### config.mk
export PLATFORM = sky130hd
export DESIGN_NAME = axi_stream_packet_source_flat
export DESIGN_NICKNAME = d
export VERILOG_FILES = /design/src/rtl/axi_stream_packet_source_if.sv /design/src/rtl/axi_stream_packet_source.sv /design/src/flat_wrapper.sv
export SDC_FILE = /design/constraint.sdc
export NUM_CORES = 1
export LEC_CHECK = 0
export BUFFER_PORTS_ARGS = -buffer_cell sky130_fd_sc_hd__buf_2
export CAP_MARGIN = 20
export CORE_UTILIZATION = 40
export CTS_CLUSTER_SIZE = 30
export DETAILED_ROUTE_END_ITERATION = 10
export PLACE_DENSITY = 0.66
export SYNTH_ARGS = -nofsm -noshare
export SYNTH_HDL_FRONTEND = slang
export SYNTH_SLANG_ARGS = --single-unit
export TNS_END_PERCENT = 1
### constraint.sdc
create_clock -name aclk -period 6 [get_ports aclk]
set_input_delay 0.3 -clock aclk [delete_from_list [all_inputs] [get_ports aclk]]
set_output_delay 0.3 -clock aclk [all_outputs]
set_load 0.005 [all_outputs]
### src/rtl/axi_stream_packet_source_if.sv
// AXI4-Stream bundle between the packet source (master) and the DMA stream slave.
// TDATA width follows OUT_BYTES so one interface type serves every source configuration.
interface axi_stream_packet_source_if #(
   parameter int OUT_BYTES = 4
);
   localparam int TDATA_W = 8 * OUT_BYTES;

   logic                 tvalid;
   logic                 tready;
   logic [TDATA_W-1:0]   tdata;
   logic                 tlast;
   logic [OUT_BYTES-1:0] tkeep;
   logic [OUT_BYTES-1:0] tstrb;
   logic [7:0]           tid;
   logic [1:0]           tdest;

   modport master (
      output tvalid, tdata, tlast, tkeep, tstrb, tid, tdest,
      input  tready
   );

   modport slave (
      input  tvalid, tdata, tlast, tkeep, tstrb, tid, tdest,
      output tready
   );
endinterface

### src/rtl/axi_stream_packet_source.sv
// Packs IN_WIDTH-bit slices (pins or counter pattern) into AXI4-Stream words, buffers them in
// a first-word-fall-through FIFO and frames them into packets of runtime length with TLAST.
module axi_stream_packet_source #(
   parameter int         IN_WIDTH        = 8,
   parameter int         OUT_BYTES       = 4,
   parameter int         FIFO_DEPTH_BITS = 4,
   parameter int         PKT_LEN_W       = 16,
   parameter logic [7:0] TID_VAL         = 8'h00,
   parameter logic [1:0] TDEST_VAL       = 2'b00
) (
   input  logic                       aclk,
   input  logic                       areset,
   input  logic                       enable,
   input  logic                       mode,
   input  logic [PKT_LEN_W-1:0]       pkt_len,
   input  logic [IN_WIDTH-1:0]        data_pins,
   input  logic                       pins_valid,
   output logic                       pins_ready,
   axi_stream_packet_source_if.master m_axis,
   output logic [FIFO_DEPTH_BITS:0]   fifo_level,
   output logic                       pkt_done
);
   localparam int TDATA_W = 8 * OUT_BYTES;
   localparam int RATIO   = TDATA_W / IN_WIDTH;
   localparam int CNT_W   = (RATIO > 1) ? $clog2(RATIO) : 1;
   localparam int DEPTH   = 2 ** FIFO_DEPTH_BITS;

   localparam logic [CNT_W-1:0]           LAST_SLICE = CNT_W'(RATIO - 1);
   localparam logic [CNT_W-1:0]           CNT_ONE    = CNT_W'(1);
   localparam logic [IN_WIDTH-1:0]        PAT_ONE    = IN_WIDTH'(1);
   localparam logic [PKT_LEN_W-1:0]       LEN_ONE    = PKT_LEN_W'(1);
   localparam logic [FIFO_DEPTH_BITS-1:0] PTR_ONE    = FIFO_DEPTH_BITS'(1);
   localparam logic [FIFO_DEPTH_BITS:0]   LVL_ONE    = (FIFO_DEPTH_BITS + 1)'(1);
   localparam logic [FIFO_DEPTH_BITS:0]   LVL_FULL   = (FIFO_DEPTH_BITS + 1)'(DEPTH);

   logic [CNT_W-1:0]           slice_cnt_r;
   logic [TDATA_W-1:0]         acc_r;
   logic                       cur_mode_r;
   logic [IN_WIDTH-1:0]        pat_r;
   logic [PKT_LEN_W-1:0]       word_cnt_r;
   logic [PKT_LEN_W-1:0]       len_lat_r;
   logic [FIFO_DEPTH_BITS-1:0] wr_ptr_r;
   logic [FIFO_DEPTH_BITS-1:0] rd_ptr_r;
   logic [FIFO_DEPTH_BITS:0]   level_r;
   logic                       pkt_done_r;
   logic [TDATA_W:0]           mem_r [DEPTH];

   logic                 eff_mode_s;
   logic                 last_slice_s;
   logic                 room_s;
   logic                 take_s;
   logic                 wr_s;
   logic                 rd_s;
   logic                 full_s;
   logic                 empty_s;
   logic                 tlast_s;
   logic [IN_WIDTH-1:0]  slice_s;
   logic [TDATA_W-1:0]   word_s;
   logic [PKT_LEN_W-1:0] len_eff_s;
   logic [TDATA_W:0]     head_s;

   // Slice acceptance, word assembly and packet framing for the word being built.
   always_comb begin
      full_s       = (level_r == LVL_FULL);
      empty_s      = (level_r == '0);
      // The source is chosen at the first slice of a word and then held, so words never mix.
      eff_mode_s   = (slice_cnt_r == '0) ? mode : cur_mode_r;
      slice_s      = eff_mode_s ? pat_r : data_pins;
      last_slice_s = (slice_cnt_r == LAST_SLICE);
      // Full FIFO only blocks the completing slice; a same-cycle read does not unblock it.
      room_s       = !last_slice_s || !full_s;
      pins_ready   = !areset && enable && !eff_mode_s && room_s;
      take_s       = !areset && enable && (eff_mode_s || pins_valid) && room_s;
      wr_s         = take_s && last_slice_s;
      word_s       = acc_r;
      word_s[slice_cnt_r * IN_WIDTH +: IN_WIDTH] = slice_s;
      len_eff_s    = (word_cnt_r == '0) ? pkt_len : len_lat_r;
      tlast_s      = (len_eff_s != '0) && (word_cnt_r == (len_eff_s - LEN_ONE));
      head_s       = mem_r[rd_ptr_r];
      rd_s         = !empty_s && m_axis.tready;
   end

   // Packing, pattern, framing counters, FIFO pointers/level and pkt_done pulse.
   always_ff @(posedge aclk) begin
      if (areset) begin
         slice_cnt_r <= '0;
         acc_r       <= '0;
         cur_mode_r  <= 1'b0;
         pat_r       <= '0;
         word_cnt_r  <= '0;
         len_lat_r   <= '0;
         wr_ptr_r    <= '0;
         rd_ptr_r    <= '0;
         level_r     <= '0;
         pkt_done_r  <= 1'b0;
      end else begin
         cur_mode_r <= eff_mode_s;
         if (take_s) begin
            slice_cnt_r <= last_slice_s ? '0 : (slice_cnt_r + CNT_ONE);
            acc_r       <= last_slice_s ? '0 : word_s;
            pat_r       <= eff_mode_s ? (pat_r + PAT_ONE) : pat_r;
         end
         if (wr_s) begin
            wr_ptr_r   <= wr_ptr_r + PTR_ONE;
            len_lat_r  <= len_eff_s;
            word_cnt_r <= (tlast_s || (len_eff_s == '0)) ? '0 : (word_cnt_r + LEN_ONE);
         end
         if (rd_s) begin
            rd_ptr_r <= rd_ptr_r + PTR_ONE;
         end
         case ({wr_s, rd_s})
            2'b10:   level_r <= level_r + LVL_ONE;
            2'b01:   level_r <= level_r - LVL_ONE;
            default: level_r <= level_r;
         endcase
         pkt_done_r <= rd_s && head_s[TDATA_W];
      end
   end

   // FIFO storage; entries are {tlast, tdata} and need no reset.
   always_ff @(posedge aclk) begin
      if (wr_s) begin
         mem_r[wr_ptr_r] <= {tlast_s, word_s};
      end
   end

   assign m_axis.tvalid = !empty_s;
   assign m_axis.tdata  = head_s[TDATA_W-1:0];
   assign m_axis.tlast  = !empty_s && head_s[TDATA_W];
   assign m_axis.tkeep  = {OUT_BYTES{1'b1}};
   assign m_axis.tstrb  = {OUT_BYTES{1'b1}};
   assign m_axis.tid    = TID_VAL;
   assign m_axis.tdest  = TDEST_VAL;
   assign fifo_level    = level_r;
   assign pkt_done      = pkt_done_r;

   axi_stream_packet_source_chk u_chk (
      .aclk   (aclk),
      .areset (areset),
      .wr     (wr_s),
      .full   (full_s),
      .rd     (rd_s),
      .empty  (empty_s)
   );
endmodule

// FIFO protocol checker: the source must never write a full or read an empty FIFO.
module axi_stream_packet_source_chk (
   input logic aclk,
   input logic areset,
   input logic wr,
   input logic full,
   input logic rd,
   input logic empty
);
   // Sampled each clock outside reset.
   always @(posedge aclk) begin
      if (!areset) begin
         assert (!(wr && full)) else $error("axi_stream_packet_source: write while full");
         assert (!(rd && empty)) else $error("axi_stream_packet_source: read while empty");
      end
   end
endmodule

### src/flat_wrapper.sv
// flat-port wrapper written by rule: the top's interface ports become plain ports
module axi_stream_packet_source_flat 
#(
   parameter int         IN_WIDTH        = 8,
   parameter int         OUT_BYTES       = 4,
   parameter int         FIFO_DEPTH_BITS = 4,
   parameter int         PKT_LEN_W       = 16,
   parameter logic [7:0] TID_VAL         = 8'h00,
   parameter logic [1:0] TDEST_VAL       = 2'b00
)
  (aclk, areset, enable, mode, pkt_len, data_pins, pins_valid, pins_ready, fifo_level, pkt_done, m_axis_tvalid, m_axis_tdata, m_axis_tlast, m_axis_tkeep, m_axis_tstrb, m_axis_tid, m_axis_tdest, m_axis_tready);
  axi_stream_packet_source_if #(.OUT_BYTES(OUT_BYTES)) m_axis_i ();
  input  logic aclk;
  input  logic areset;
  input  logic enable;
  input  logic mode;
  input  logic [PKT_LEN_W-1:0] pkt_len;
  input  logic [IN_WIDTH-1:0] data_pins;
  input  logic pins_valid;
  output logic pins_ready;
  output logic [FIFO_DEPTH_BITS:0] fifo_level;
  output logic pkt_done;
  output wire logic [$bits(m_axis_i.tvalid)-1:0] m_axis_tvalid;
  output wire logic [$bits(m_axis_i.tdata)-1:0] m_axis_tdata;
  output wire logic [$bits(m_axis_i.tlast)-1:0] m_axis_tlast;
  output wire logic [$bits(m_axis_i.tkeep)-1:0] m_axis_tkeep;
  output wire logic [$bits(m_axis_i.tstrb)-1:0] m_axis_tstrb;
  output wire logic [$bits(m_axis_i.tid)-1:0] m_axis_tid;
  output wire logic [$bits(m_axis_i.tdest)-1:0] m_axis_tdest;
  input wire logic [$bits(m_axis_i.tready)-1:0] m_axis_tready;
  assign m_axis_tvalid = m_axis_i.tvalid;
  assign m_axis_tdata = m_axis_i.tdata;
  assign m_axis_tlast = m_axis_i.tlast;
  assign m_axis_tkeep = m_axis_i.tkeep;
  assign m_axis_tstrb = m_axis_i.tstrb;
  assign m_axis_tid = m_axis_i.tid;
  assign m_axis_tdest = m_axis_i.tdest;
  assign m_axis_i.tready = m_axis_tready;
  axi_stream_packet_source #(.IN_WIDTH(IN_WIDTH), .OUT_BYTES(OUT_BYTES), .FIFO_DEPTH_BITS(FIFO_DEPTH_BITS), .PKT_LEN_W(PKT_LEN_W), .TID_VAL(TID_VAL), .TDEST_VAL(TDEST_VAL)) u_core (.aclk(aclk), .areset(areset), .enable(enable), .mode(mode), .pkt_len(pkt_len), .data_pins(data_pins), .pins_valid(pins_valid), .pins_ready(pins_ready), .m_axis(m_axis_i), .fifo_level(fifo_level), .pkt_done(pkt_done));
endmodule
Word level (Yosys, flattened, before mapping)
Memories as Yosys holds them, arrays and structs flattened. A register that Yosys moved wholly into a read port is not among the register bits.
Index checks and enable logic that the tools add are counted.
- bits in registers: 89
- latch bits: 0
- memory bits (writable): 528
- ROM bits: 0
- word-level logic and storage cells: 64
- memories: 1
- memories (memory ; depth ; width ; read ports ; clocked after Yosys merged registers in ; wr ports ; RTL line ; RTL):
    u_core.mem_r ; 16 ; 33 ; 1 ; 1 ; 1 ; axi_stream_packet_source.sv:46 ; logic [TDATA_W:0] mem_r [DEPTH];
- $add $sub $neg: 9
- $mul: 0
- divide/modulo/power cells: 0
- $lt $le $gt $ge: 0
- equal/unequal tests: 5
- shifts and indexed selects: 2
- multiplexer cells: 12
- bitwise operators: 0
- reduce and logical (&&, ||, !) cells: 25
- operator list (operator ; count):
    5-bit negator with 34-bit output ; 1
    8-bit by 34-bit variable shift with 32-bit output (first input constant) ; 1
    8-bit by 34-bit variable part select with 32-bit output ; 1
    32-bit bitwise mux ; 1
    16-bit zero test ; 2
    16-bit two-way mux ; 2
    32-bit two-way mux ; 1
    16-bit by 1-bit adder with 16-bit output (second input constant) ; 1
    16-bit equality test ; 1
    16-bit nonzero test ; 1
    16-bit by 1-bit subtractor with 16-bit output (second input constant) ; 1
    1-bit logical AND ; 10
    5-bit case mux with 2 select lines ; 1
    4-bit by 1-bit adder with 4-bit output (second input constant) ; 2
    8-bit by 1-bit adder with 8-bit output (second input constant) ; 1
    4-bit two-way mux ; 2
    8-bit two-way mux ; 1
    5-bit by 1-bit adder with 5-bit output (second input constant) ; 1
    5-bit equality test (second input constant) ; 1
    1-bit zero test ; 5
    5-bit zero test ; 1
    5-bit by 1-bit subtractor with 5-bit output (second input constant) ; 1
    2-bit equality test (second input constant) ; 2
    1-bit logical OR ; 3
    other kinds (7) ; 9

Depth between registers and ports, before layout
- depth after elaboration: 8
- depth in mapped cells: 19
- depth with buffers taken out: 15

Worst setup path before layout
OpenSTA, ideal clock, no wires.
- path type: flip-flop to flip-flop
- start point: register u_core.word_cnt_r[0]
- end point: memory u_core.mem_r[0][32] in the netlist's numbering, data pin
- data arrival time: 4560 ps
- required time: 5608 ps
- path slack: 1048 ps
- cell stages (with the launch flop): 17
- path through: dfxtp_1 inv_1 ha_1 nor4b_1 and4_1 buf_6 buf_4 buf_2 buf_2 mux2i_1 ha_1 nand2b_1 or4_1 nand2_1 a31oi_1 or3_1 nor4b_1
- cells in the longest elaborated chain, start to end: 5
- elaborated cells between the ends (all ways): 6
- classes of those cells: add/sub (1); eq/ne (1); mux (1); reduce/logical (3)
- RTL lines (what ; RTL line ; RTL):
    start: declaration ; axi_stream_packet_source.sv:40 ; logic [PKT_LEN_W-1:0] word_cnt_r;
    start signal: assignment ; axi_stream_packet_source.sv:106 ; word_cnt_r <= (tlast_s || (len_eff_s == '0)) ? '0 : (word_cnt_r + LEN_ONE);
    16-bit zero test ; axi_stream_packet_source.sv:77 ; len_eff_s = (word_cnt_r == '0) ? pkt_len : len_lat_r;
    16-bit two-way mux ; axi_stream_packet_source.sv:77 ;
    16-bit by 1-bit subtractor with 16-bit output ; axi_stream_packet_source.sv:78 ; tlast_s = (len_eff_s != '0) && (word_cnt_r == (len_eff_s - LEN_ONE));
    16-bit equality test ; axi_stream_packet_source.sv:78 ;
    1-bit logical AND (*) ; axi_stream_packet_source.sv:78 ;
    net u_core.tlast_s ; axi_stream_packet_source.sv:56 ; logic tlast_s;
    end: declaration ; axi_stream_packet_source.sv:46 ;
Mark *: on every way through the listed nets, which the timed path passes. The rest lies on a longest branch.

Worst setup path in the final report
- start point: register u_core.word_cnt_r[0]
- end point: register u_core.word_cnt_r[12]
- cells in the longest elaborated chain, start to end: 7
- elaborated cells between the ends (all ways): 10
- classes of those cells: add/sub (2); eq/ne (1); mux (2); reduce/logical (5)
- RTL lines (what ; RTL line):
    16-bit zero test ; axi_stream_packet_source.sv:77
    16-bit two-way mux ; axi_stream_packet_source.sv:77
    16-bit by 1-bit subtractor with 16-bit output ; axi_stream_packet_source.sv:78
    16-bit equality test ; axi_stream_packet_source.sv:78
    1-bit logical AND ; axi_stream_packet_source.sv:78
    1-bit logical OR ; axi_stream_packet_source.sv:106
    16-bit two-way mux (*) ; axi_stream_packet_source.sv:106
Mark *: on every way between the ends. The rest lies on a longest branch, timed or not.
A chain may end at the register's enable or synchronous reset.

==> out/qor.yml <==
critPathArrivalTime_ns: 4.93
p_int_mw: 6.949
synthesized_instance_count: 1483
clkLatencyLatePin_ns: 0.62
via_per_inst: 5.585
design.final.nets: 1653
power_spent_charging_and_discharging_nets_mw: 1.806
critical_path.cell_chain: "inv_1 > ha_1 > nor4b_1 > and4_1 > mux2i_1 > ha_1 > nand2b_1 > or4_1 > nand2_1 > a31oi_1 > or4b_4 > nor4_4 > nor4_1"
ys_seq_area_share_pct: 69.33
cts_buffers: 66
timing.critical_path.to_type: "register"
detail_route.iter0.violations: 1439
r2r-end: "u_core.word_cnt_r[12]"
yosysWarningCount: 0
seqPwrFrac_pct: 53.1
yosys_most_used_dff: "sky130_fd_sc_hd__edfxtp_1"
run_status: "finished, final reports clean"
fp.coreArea_mm2: 0.06308
wl_per_cell_um: 23.46
r2r-start: "u_core.word_cnt_r[0]"
antenna_found_initial: 4
detailedRoute.firstPassIterationCount: 8
critical-path-top-delay-family: "simple AND/OR/NAND/NOR gates"
final_hold_viol_count: 0
timing.setup.tns_ns: 0
setup_cp_type: "register to register"
synth_async_sr_flop_share_pct: 0
layout-drive-gt1-share_pct: 25.80
dieArea_mm2: 0.06491
master_cell_of_the_clock_root_buffer: "sky130_fd_sc_hd__clkbuf_16"
cpPeakStageDelay_ns: 0.75
skew_ns: 0.04660
leakagePower_nw: 9.437
synth-edff-count: 528
cts_num_sinks: 621
placement_stage_worst_setup_slack_ns: 1.577
die_y_um: 254.8
cts_tree: "built"
required_ns: 6.41
pwr_density_cell_mw_per_mm2: 297.8
grt_use_total_pct: 18.35
fin_crit_ns: 4.515
regToRegSetupSlack_ns: 1.48
finalCritPeriodShare_pct: 75.26
critical_path.n_buffers_inverters: 1
routed_wirelength_um: 58590
timing.max_cap.violations: 0
final-setup-viol-count: 0
summed_instance_area_of_the_synthesized_netlist_mm2: 0.02556
maxSlewHeadroom_pct: 24.87
worstRegToRegCells: 13
transition_time_at_the_pin_with_the_least_slew_margin_ns: 1.127
slowest_stage: "sky130_fd_sc_hd__nor4_4"
numPortBuffers: 70
power.share.clock_pct: 45.0
detailroute.via_count: 13950
post_synth_num_cell_types: 60
floorplan.io_pins: 89
grt_max_degree: 94
vias_in_the_first_global_route: 13810
first_pass_grt_wire_length_um: 87890
post-dp-hpwl_um: 35090
comb_power_share_pct: 1.9
initial_utilization_pct: 40.51
syn_to_final_growth_pct: 15.03
peakVddDrop_mv: 0.2132
placed_cell_area_mm2: 0.02714
die_w_um: 254.8
ys_ff_latch: 621
critical-path-top-cell-by-count: "sky130_fd_sc_hd__ha_1"
grt_overflow: 0
endpoint_worst_hold: "u_core.len_lat_r[14]"
hold_class: "primary input to register"
fmax_mhz: 221.5
globalplace.congestion: 0.8824
crit_path_max_fanout: 14
final.setup.worst_slack_ns: 1.485
clk_slew_on_worst_s_h_paths_ns: 0.06
syn_area_per_cell_um2: 17.23
unrepaired_setup_endpoints_after_global_routing: "no"
hold-path-cell-count: 3
finish.instance_area_mm2: 0.02940
critical_path_startpoint_category: "register"
ctsHtreeMaxLevel: 3
placement_rows: 92
sw_frac_of_total_pct: 20.63
final_max_slew_viol_count: 0
detail-route-antenna-nets: 0
diode_insertion_count_for_antenna_repair: 0
detail_route.drc_violations: 0
ctsLongestPathBuffers: 3
cts_setup_buffers: 0
hold_start: "pkt_len[14]"
final.hold.worst_slack_ns: 0.02901
metrics by stage:
stage	cells	util (%)	power [mW]
global route	2497	46.60	8.997
detailed placement	2360	43.02	4.902
CTS	2479	46.37	8.814
floorplan	1499	-	4.843
finish	2497	46.60	8.755
global placement	2355	42.94	4.899
sequential cells by signal, summed over array words and instances, names as in the netlist, 4 cells and up, named ones only:
signal,flops
u_core.acc_r,32
u_core.fifo_level,5
u_core.len_lat_r,16
u_core.mem_r,528
u_core.pat_r,8
u_core.rd_ptr_r,4
u_core.word_cnt_r,16
u_core.wr_ptr_r,4
cells in the final DEF (no fill, tap or decap), types with 10 or more instances in the layout:
cell	n
sky130_fd_sc_hd__edfxtp_1	528
sky130_fd_sc_hd__mux4_2	165
sky130_fd_sc_hd__dfxtp_1	89
sky130_fd_sc_hd__nor2_1	84
sky130_fd_sc_hd__buf_2	70
sky130_fd_sc_hd__clkbuf_16	68
sky130_fd_sc_hd__buf_4	57
sky130_fd_sc_hd__nand2_1	56
sky130_fd_sc_hd__inv_1	51
sky130_fd_sc_hd__o22ai_1	33
sky130_fd_sc_hd__nand3_1	33
sky130_fd_sc_hd__a22oi_1	32
sky130_fd_sc_hd__a21oi_1	28
sky130_fd_sc_hd__nor4_1	27
sky130_fd_sc_hd__xnor2_1	27
sky130_fd_sc_hd__xor2_1	26
sky130_fd_sc_hd__mux2i_1	24
sky130_fd_sc_hd__ha_1	19
sky130_fd_sc_hd__conb_1	18
sky130_fd_sc_hd__clkbuf_1	18
sky130_fd_sc_hd__nand4_1	14
sky130_fd_sc_hd__o21ai_0	13
sky130_fd_sc_hd__nor2_4	12
sky130_fd_sc_hd__nor3_1	10
repair_timing:
item                      CTS  global route
hold endpoints to repair    3             0
hold buffers                3             0
resized for setup           0             0
kinds of logic after synthesis:
kind of cell | after synthesis | share of synthesized area (%)
buf+inv | 155 | 2.658
xor+xnor | 53 | 1.816
compound gates | 137 | 3.510
mux | 196 | 15.81
simple gates | 299 | 5.836
flops | 621 | 69.33
other cells | 2 | 0.02939
fa+ha+maj | 20 | 1.009
worst max path at each step:
stage | cells past startpoint | from | endpoint | slack [ns]
final | 13 | u_core.word_cnt_r[0] | u_core.word_cnt_r[12] | 1.48
after global routing | 14 | u_core.word_cnt_r[0] | u_core.word_cnt_r[12] | 1.23
after CTS | 13 | u_core.word_cnt_r[0] | u_core.word_cnt_r[12] | 1.56
after floorplan | 16 | u_core.word_cnt_r[0] | u_core.mem_r[0][32] | 1.05
after detailed placement | 13 | u_core.word_cnt_r[0] | u_core.word_cnt_r[9] | 1.58
after global placement | 13 | u_core.word_cnt_r[0] | u_core.word_cnt_r[4] | 1.69
layer usage:
layer	share of wire, %	up-vias	GRT usage (%)
met2	49	501	29.78
met3	7.3	74	3.337
met4	1.7	2	4.517
met1	42	7266	25.59
li1	-	6103	-
met5	0.020	-	0
Yosys cell counts (all sizes together) (8+ instances only):
cell    number  share of area, %
ha          19              0.93
nand3       33              0.65
xor2        26              0.89
a22oi       32              0.94
mux2i       25              0.98
edfxtp     528                62
nand2       56              0.82
nand4       14              0.34
nor4        28              0.74
clkbuf      54              0.80
mux4       165                15
inv         51              0.75
buf         50               1.1
dfxtp       93               7.3
xnor2       27              0.93
a21oi       28              0.55
or3          9              0.22
nand2b       8              0.20
nor3        14              0.27
nor2        98               1.4
o22ai       33              0.81
o21ai       13              0.25
power by group through the flow:
stage | logic, mW | clock network [mW] | registers (mW)
finish | 0.170 | 3.94 | 4.65
detailed placement | 0.161 | 0 | 4.74
floorplan | 0.102 | 0 | 4.74
global route | 0.184 | 4.17 | 4.65
CTS | 0.163 | 4.00 | 4.65
global placement | 0.158 | 0 | 4.74
worst min-delay path, cell delays in order:
cell and delay (ns):
sky130_fd_sc_hd__buf_2 0.13, sky130_fd_sc_hd__nand3_1 0.07, sky130_fd_sc_hd__a21oi_1 0.06
cell type report:
cell class | instances | area, um^2
fill | 5325 | 33680
inverter | 51 | 191.4
sequential | 621 | 17730
clock buffer | 87 | 1783
timing repair buffer | 140 | 973.4
clock inverter | 29 | 301.5
multi-input combinational | 723 | 7362
tap | 846 | 1059
No activity file was read; power rests on OpenSTA's default activity.
